$ cat src/rtl/sram_rmw_arbiter_if.sv
// rtl/sram_rmw_arbiter_if.sv - requester and SRAM-side bus bundle for sram_rmw_arbiter
//
// Purpose: groups both requester ports and the SRAM wrapper connection.
//   slave  : the arbiter's view (requests in, grants/read data/SRAM controls out)
//   master : the requesters/SRAM side (drives requests and SRAM read data)
// Signals:
//   ReqN_SI/GntN_SO/WeN_SI/AddrN_DI/BEnN_SI/WDataN_DI/RValidN_SO/RDataN_DO  requester N
//   Busy_SO                                                              merge write in progress
//   CSel_SO/WrEn_SO/Addr_DO/WrData_DO/RdData_DI                          SRAM wrapper
interface sram_rmw_arbiter_if #(
    parameter int ADDR_W = 8,
    parameter int DATA_W = 64
);
    localparam int NB = DATA_W / 8;

    logic              Req0_SI,    Req1_SI;
    logic              Gnt0_SO,    Gnt1_SO;
    logic              We0_SI,     We1_SI;
    logic [ADDR_W-1:0] Addr0_DI,   Addr1_DI;
    logic [NB-1:0]     BEn0_SI,    BEn1_SI;
    logic [DATA_W-1:0] WData0_DI,  WData1_DI;
    logic              RValid0_SO, RValid1_SO;
    logic [DATA_W-1:0] RData0_DO,  RData1_DO;
    logic              Busy_SO;
    logic              CSel_SO;
    logic              WrEn_SO;
    logic [ADDR_W-1:0] Addr_DO;
    logic [DATA_W-1:0] WrData_DO;
    logic [DATA_W-1:0] RdData_DI;

    modport slave (
        input  Req0_SI, Req1_SI, We0_SI, We1_SI, Addr0_DI, Addr1_DI,
               BEn0_SI, BEn1_SI, WData0_DI, WData1_DI, RdData_DI,
        output Gnt0_SO, Gnt1_SO, RValid0_SO, RValid1_SO, RData0_DO, RData1_DO,
               Busy_SO, CSel_SO, WrEn_SO, Addr_DO, WrData_DO
    );

    modport master (
        output Req0_SI, Req1_SI, We0_SI, We1_SI, Addr0_DI, Addr1_DI,
               BEn0_SI, BEn1_SI, WData0_DI, WData1_DI, RdData_DI,
        input  Gnt0_SO, Gnt1_SO, RValid0_SO, RValid1_SO, RData0_DO, RData1_DO,
               Busy_SO, CSel_SO, WrEn_SO, Addr_DO, WrData_DO
    );
endinterface

$ cat src/rtl/sram_rmw_arbiter.sv
// rtl/sram_rmw_arbiter.sv - round-robin arbiter for one single-port SRAM with read-modify-write byte writes
//
// Purpose: shares one SRAM wrapper between two requesters. Reads take one cycle
// of latency, full-word writes take one cycle, partial-byte writes become a
// read followed by a merged write (RMW_WR state, Busy_SO high, no grants).
// Ports:
//   Clk_CI   clock
//   Rst_RBI  synchronous active-low reset
//   bus      sram_rmw_arbiter_if.slave (requesters + SRAM wrapper)
module sram_rmw_arbiter #(
    parameter int ADDR_W = 8,
    parameter int DATA_W = 64
) (
    input  logic                 Clk_CI,
    input  logic                 Rst_RBI,
    sram_rmw_arbiter_if.slave    bus
);
    localparam int NB = DATA_W / 8;

    typedef enum logic {IDLE, RMW_WR} state_e;

    state_e            state_q, state_d;
    logic              ptr_q, ptr_d;
    logic              rvalid0_q, rvalid0_d;
    logic              rvalid1_q, rvalid1_d;
    logic [ADDR_W-1:0] rmw_addr_q, rmw_addr_d;
    logic [NB-1:0]     rmw_ben_q, rmw_ben_d;
    logic [DATA_W-1:0] rmw_wdata_q, rmw_wdata_d;

    logic              sel1;
    logic              req_we;
    logic [ADDR_W-1:0] req_addr;
    logic [NB-1:0]     req_ben;
    logic [DATA_W-1:0] req_wdata;

    // Read data is passed straight through; it is only qualified by RValid.
    assign bus.RValid0_SO = rvalid0_q;
    assign bus.RValid1_SO = rvalid1_q;
    assign bus.RData0_DO  = bus.RdData_DI;
    assign bus.RData1_DO  = bus.RdData_DI;

    always_comb begin
        state_d       = state_q;
        ptr_d         = ptr_q;
        rvalid0_d     = 1'b0;
        rvalid1_d     = 1'b0;
        rmw_addr_d    = rmw_addr_q;
        rmw_ben_d     = rmw_ben_q;
        rmw_wdata_d   = rmw_wdata_q;
        bus.Gnt0_SO   = 1'b0;
        bus.Gnt1_SO   = 1'b0;
        bus.Busy_SO   = 1'b0;
        bus.CSel_SO   = 1'b0;
        bus.WrEn_SO   = 1'b0;
        bus.Addr_DO   = '0;
        bus.WrData_DO = '0;

        // Port 1 wins when it is the only requester or the pointer names it.
        sel1      = bus.Req1_SI && (!bus.Req0_SI || ptr_q);
        req_we    = sel1 ? bus.We1_SI    : bus.We0_SI;
        req_addr  = sel1 ? bus.Addr1_DI  : bus.Addr0_DI;
        req_ben   = sel1 ? bus.BEn1_SI   : bus.BEn0_SI;
        req_wdata = sel1 ? bus.WData1_DI : bus.WData0_DI;

        case (state_q)
            IDLE: begin
                if (bus.Req0_SI || bus.Req1_SI) begin
                    bus.Gnt0_SO = !sel1;
                    bus.Gnt1_SO = sel1;
                    ptr_d       = !sel1;
                    if (!req_we) begin
                        bus.CSel_SO = 1'b1;
                        bus.Addr_DO = req_addr;
                        rvalid0_d   = !sel1;
                        rvalid1_d   = sel1;
                    end else if (&req_ben) begin
                        bus.CSel_SO   = 1'b1;
                        bus.WrEn_SO   = 1'b1;
                        bus.Addr_DO   = req_addr;
                        bus.WrData_DO = req_wdata;
                    end else if (req_ben != '0) begin
                        // Fetch the old word now; merge it next cycle.
                        bus.CSel_SO = 1'b1;
                        bus.Addr_DO = req_addr;
                        rmw_addr_d  = req_addr;
                        rmw_ben_d   = req_ben;
                        rmw_wdata_d = req_wdata;
                        state_d     = RMW_WR;
                    end
                end
            end
            RMW_WR: begin
                bus.Busy_SO = 1'b1;
                bus.CSel_SO = 1'b1;
                bus.WrEn_SO = 1'b1;
                bus.Addr_DO = rmw_addr_q;
                for (int b = 0; b < NB; b++) begin
                    bus.WrData_DO[b*8 +: 8] = rmw_ben_q[b] ? rmw_wdata_q[b*8 +: 8]
                                                           : bus.RdData_DI[b*8 +: 8];
                end
                state_d = IDLE;
            end
            default: state_d = IDLE;
        endcase

        // Reset must keep the SRAM and requesters quiet, including a pending merge.
        if (!Rst_RBI) begin
            bus.Gnt0_SO = 1'b0;
            bus.Gnt1_SO = 1'b0;
            bus.Busy_SO = 1'b0;
            bus.CSel_SO = 1'b0;
            bus.WrEn_SO = 1'b0;
        end
    end

    always_ff @(posedge Clk_CI) begin
        if (!Rst_RBI) begin
            state_q     <= IDLE;
            ptr_q       <= 1'b0;
            rvalid0_q   <= 1'b0;
            rvalid1_q   <= 1'b0;
            rmw_addr_q  <= '0;
            rmw_ben_q   <= '0;
            rmw_wdata_q <= '0;
        end else begin
            state_q     <= state_d;
            ptr_q       <= ptr_d;
            rvalid0_q   <= rvalid0_d;
            rvalid1_q   <= rvalid1_d;
            rmw_addr_q  <= rmw_addr_d;
            rmw_ben_q   <= rmw_ben_d;
            rmw_wdata_q <= rmw_wdata_d;
        end
    end
endmodule

$ cat src/flat_wrapper.sv
// flat-port wrapper written by rule: the top's interface ports become plain ports
module sram_rmw_arbiter_flat 
#(
    parameter int ADDR_W = 8,
    parameter int DATA_W = 64
)
  (Clk_CI, Rst_RBI, bus_Req0_SI, bus_Req1_SI, bus_We0_SI, bus_We1_SI, bus_Addr0_DI, bus_Addr1_DI, bus_BEn0_SI, bus_BEn1_SI, bus_WData0_DI, bus_WData1_DI, bus_RdData_DI, bus_Gnt0_SO, bus_Gnt1_SO, bus_RValid0_SO, bus_RValid1_SO, bus_RData0_DO, bus_RData1_DO, bus_Busy_SO, bus_CSel_SO, bus_WrEn_SO, bus_Addr_DO, bus_WrData_DO);
  sram_rmw_arbiter_if #(.ADDR_W(ADDR_W), .DATA_W(DATA_W)) bus_i ();
  input  logic Clk_CI;
  input  logic Rst_RBI;
  input wire logic [$bits(bus_i.Req0_SI)-1:0] bus_Req0_SI;
  input wire logic [$bits(bus_i.Req1_SI)-1:0] bus_Req1_SI;
  input wire logic [$bits(bus_i.We0_SI)-1:0] bus_We0_SI;
  input wire logic [$bits(bus_i.We1_SI)-1:0] bus_We1_SI;
  input wire logic [$bits(bus_i.Addr0_DI)-1:0] bus_Addr0_DI;
  input wire logic [$bits(bus_i.Addr1_DI)-1:0] bus_Addr1_DI;
  input wire logic [$bits(bus_i.BEn0_SI)-1:0] bus_BEn0_SI;
  input wire logic [$bits(bus_i.BEn1_SI)-1:0] bus_BEn1_SI;
  input wire logic [$bits(bus_i.WData0_DI)-1:0] bus_WData0_DI;
  input wire logic [$bits(bus_i.WData1_DI)-1:0] bus_WData1_DI;
  input wire logic [$bits(bus_i.RdData_DI)-1:0] bus_RdData_DI;
  output wire logic [$bits(bus_i.Gnt0_SO)-1:0] bus_Gnt0_SO;
  output wire logic [$bits(bus_i.Gnt1_SO)-1:0] bus_Gnt1_SO;
  output wire logic [$bits(bus_i.RValid0_SO)-1:0] bus_RValid0_SO;
  output wire logic [$bits(bus_i.RValid1_SO)-1:0] bus_RValid1_SO;
  output wire logic [$bits(bus_i.RData0_DO)-1:0] bus_RData0_DO;
  output wire logic [$bits(bus_i.RData1_DO)-1:0] bus_RData1_DO;
  output wire logic [$bits(bus_i.Busy_SO)-1:0] bus_Busy_SO;
  output wire logic [$bits(bus_i.CSel_SO)-1:0] bus_CSel_SO;
  output wire logic [$bits(bus_i.WrEn_SO)-1:0] bus_WrEn_SO;
  output wire logic [$bits(bus_i.Addr_DO)-1:0] bus_Addr_DO;
  output wire logic [$bits(bus_i.WrData_DO)-1:0] bus_WrData_DO;
  assign bus_i.Req0_SI = bus_Req0_SI;
  assign bus_i.Req1_SI = bus_Req1_SI;
  assign bus_i.We0_SI = bus_We0_SI;
  assign bus_i.We1_SI = bus_We1_SI;
  assign bus_i.Addr0_DI = bus_Addr0_DI;
  assign bus_i.Addr1_DI = bus_Addr1_DI;
  assign bus_i.BEn0_SI = bus_BEn0_SI;
  assign bus_i.BEn1_SI = bus_BEn1_SI;
  assign bus_i.WData0_DI = bus_WData0_DI;
  assign bus_i.WData1_DI = bus_WData1_DI;
  assign bus_i.RdData_DI = bus_RdData_DI;
  assign bus_Gnt0_SO = bus_i.Gnt0_SO;
  assign bus_Gnt1_SO = bus_i.Gnt1_SO;
  assign bus_RValid0_SO = bus_i.RValid0_SO;
  assign bus_RValid1_SO = bus_i.RValid1_SO;
  assign bus_RData0_DO = bus_i.RData0_DO;
  assign bus_RData1_DO = bus_i.RData1_DO;
  assign bus_Busy_SO = bus_i.Busy_SO;
  assign bus_CSel_SO = bus_i.CSel_SO;
  assign bus_WrEn_SO = bus_i.WrEn_SO;
  assign bus_Addr_DO = bus_i.Addr_DO;
  assign bus_WrData_DO = bus_i.WrData_DO;
  sram_rmw_arbiter #(.ADDR_W(ADDR_W), .DATA_W(DATA_W)) u_core (.Clk_CI(Clk_CI), .Rst_RBI(Rst_RBI), .bus(bus_i));
endmodule
$ cat config.mk
export PLATFORM = sky130hd
export DESIGN_NAME = sram_rmw_arbiter_flat
export DESIGN_NICKNAME = d
export VERILOG_FILES = /design/src/rtl/sram_rmw_arbiter_if.sv /design/src/rtl/sram_rmw_arbiter.sv /design/src/flat_wrapper.sv
export SDC_FILE = /design/constraint.sdc
export NUM_CORES = 1
export LEC_CHECK = 0
export ABC_CLOCK_PERIOD_IN_PS = 3750
export BUFFER_PORTS_ARGS = -buffer_cell sky130_fd_sc_hd__buf_4
export CORE_AREA = 2 2 172 174
export CTS_BUF_LIST = sky130_fd_sc_hd__clkbuf_4 sky130_fd_sc_hd__clkbuf_8
export CTS_CLUSTER_DIAMETER = 200
export DETAILED_ROUTE_END_ITERATION = 8
export DIE_AREA = 0 0 174 176
export GPL_ROUTABILITY_DRIVEN = 0
export HOLD_SLACK_MARGIN = 0.12
export PLACE_DENSITY = 0.48
export SLEW_MARGIN = 20
export SYNTH_ARGS = -nofsm -noshare
export SYNTH_HDL_FRONTEND = slang
export SYNTH_SLANG_ARGS = --single-unit
$ cat constraint.sdc
create_clock -name Clk_CI -period 3.75 [get_ports Clk_CI]
set_input_delay 0.75 -clock Clk_CI [delete_from_list [all_inputs] [get_ports Clk_CI]]
set_output_delay 0.75 -clock Clk_CI [all_outputs]
set_load 0.05 [all_outputs]
==> impl_metrics.tcl <==
set metrics [dict create \
    status "completed" \
    synth.net_count 1008 \
    cp_data_required_time_ps 3000 \
    grt_pass1_vias 6651 \
    clock_latency_ps 380 \
    peakVddDrop_mv 0.168 \
    dpl.hpwl_um 20700 \
    min_period_over_period_pct 88.3 \
    slew_headroom_pct 58.2 \
    antenna_found_initial 2 \
    leakage_nw 4.35 \
    p_total_mw 3.18 \
    vias 6579 \
    fp.dieH_um 176 \
    async_flop_share_pct 0 \
    start_kind "primary input" \
    cts_root_buffer "clkbuf_8" \
    crit_fanout 8 \
    final_antenna_net_count 0 \
    wl_um 27600 \
    synth.distinct_cells 29 \
    drv_cap 0 \
    area_growth_syn_to_layout_pct 43.0 \
    setup-tns-final_ps 0 \
    io_buffers 436 \
    overflow 0 \
    syn-instance-count 778 \
    diodes 0 \
    clock.fmax_ghz 0.302 \
    setup_ws_ps 437 \
    viasPerCell 4.59 \
    initial_core_util_pct 23.0 \
    met2_length_um 14000 \
    fillers 3067 \
    post_cts_buffers 0 \
    hp-class "reg2reg" \
    cpMostUsedCell "buf_4" \
    end_kind "output port" \
    skew_ps 12.7 \
    cts_hold_buf 0 \
    cts.clk_slew.worst_paths_ps 90 \
    whs_ps 507 \
    ios 437 \
    syn-cell-area_um2 6570 \
    hold_violations 0 \
    core_area_um2 28500 \
    synth-edff-count 0 \
    grt_pass1_wl_um 40400 \
    maxSlewViolCount 0 \
    die-area_um2 30600 \
    ys_warn_count 0 \
    clkSinkCount 84 \
    seq_area_frac_synth_pct 25.6 \
    clock_path_buffers 2 \
    htreeDepth 3 \
    wl_per_cell_um 19.3 \
    top_layer "met5" \
    cts_tree "built" \
    row_count 62 \
    layout.nets 1274 \
    arrival_ps 2560 \
    layout_commonest_cell "buf_4" \
    power_density_nw_per_um2 338 \
    drive_gt1_share_pct 51.4 \
    dp_worst_setup_slack_ps 408 \
    grt_setup_unrepaired "false" \
    synth_area_per_cell_um2 8.44 \
    finalSetupViolations 0 \
    met1_length_um 11500 \
    mostFrequentLayoutCells "buf_4, nand2_1, dfxtp_1" \
    path_class "in2out" \
    cp_cell_sequence "buf_4, or4_1, a211oi_1, a31oi_1, o21ai_1, buf_4, o21ai_0, buf_4" \
    die_x_um 174 \
    grt_usage_pct 17.2 \
    cp_slowest_cell "or4_1" \
    synth_flop_cell "dfxtp_1" \
    cts-resized-gates 0 \
    cts_made_buffers 9 \
    tightest_slew_ps 627 \
    period_minus_slack_ps 3310 \
    ys_ff_latch 84 \
    dr.pass1.iters 4 \
    grt_max_degree 65 \
    drt_iter0_markers 257 \
    drc 0 \
    critPathMaxStageDelay_ps 600 \
    wl_met3_um 1810 \
]
## synth_stat cells (4+ instances only)
library cell | instances | area share, %
nand2_1 | 166 | 9.5
nand4_1 | 4 | 0.38
o21ai_0 | 74 | 5.6
buf_2 | 17 | 1.3
dfxtp_1 | 84 | 26
nand3_1 | 9 | 0.69
mux2_2 | 64 | 11
buf_6 | 9 | 1.5
mux2i_1 | 72 | 11
nor2_1 | 7 | 0.40
o221a_1 | 80 | 14
buf_4 | 128 | 15
clkbuf_1 | 43 | 2.5
## worst max-delay path: cells and delay by family
kind            cells  cell delay [ps]
compound gates      4              670
buf+inv             3              530
simple gates        1              600
## path summary, 6_finish.rpt
kind	from	slack [ps]	cells after the start	endpoint
min reg2reg	u_core.ptr_q	510	1	u_core.ptr_q
max reg2reg	u_core.ptr_q	1300	6	u_core.rmw_wdata_q[37]
max	bus_BEn0_SI[6]	440	8	bus_Addr_DO[1]
min	u_core.ptr_q	510	1	u_core.ptr_q
## state kept, by name, summed over array words and instances (netlist names)
| signal | count |
|---|---|
| u_core.rmw_wdata_q | 64 |
| u_core.rmw_addr_q | 8 |
| u_core.rmw_ben_q | 8 |
| u_core.bus.RValid0_SO | 1 |
| u_core.bus.RValid1_SO | 1 |
| u_core.ptr_q | 1 |
| u_core.state_q | 1 |
## per-layer routing
metal / GRT usage (%) / vias up
met5: 0 / -
met4: 4.52 / 4
met3: 3.68 / 21
met2: 31.3 / 276
met1: 20.4 / 3096
li1: - / 3182
## cells by family after synthesis
| group | synth area share, % |
|---|---|
| buf+inv | 20.0 |
| compound gates | 20.2 |
| mux | 22.0 |
| flops | 25.6 |
| simple gates | 12.2 |
## power by group
group	switching [mW]	internal (mW)
combinational	0.849	0.563
sequential	0.0852	0.987
clock	0.363	0.331
## area by class of cell
cell class	count	area, µm²	area share [%]
multi-input cells	495	3590	38.2
repair buffers	452	3430	36.5
flip-flops and latches	84	1690	17.9
well taps	384	480	5.12
clock buffers	12	146	1.56
clock inverters	4	48.8	0.520
inverters	2	7.51	0.0799
## per-stage QoR
stage | utilization [%] | instance area (µm²) | std cells
global placement | 32.1 | 9180 | 1416
CTS | 32.9 | 9390 | 1433
detailed placement | 32.2 | 9200 | 1417
floorplan | - | 6570 | 778
finish | 32.9 | 9390 | 1433
global route | 32.9 | 9390 | 1433
No activity file was read; power rests on OpenSTA's default activity.
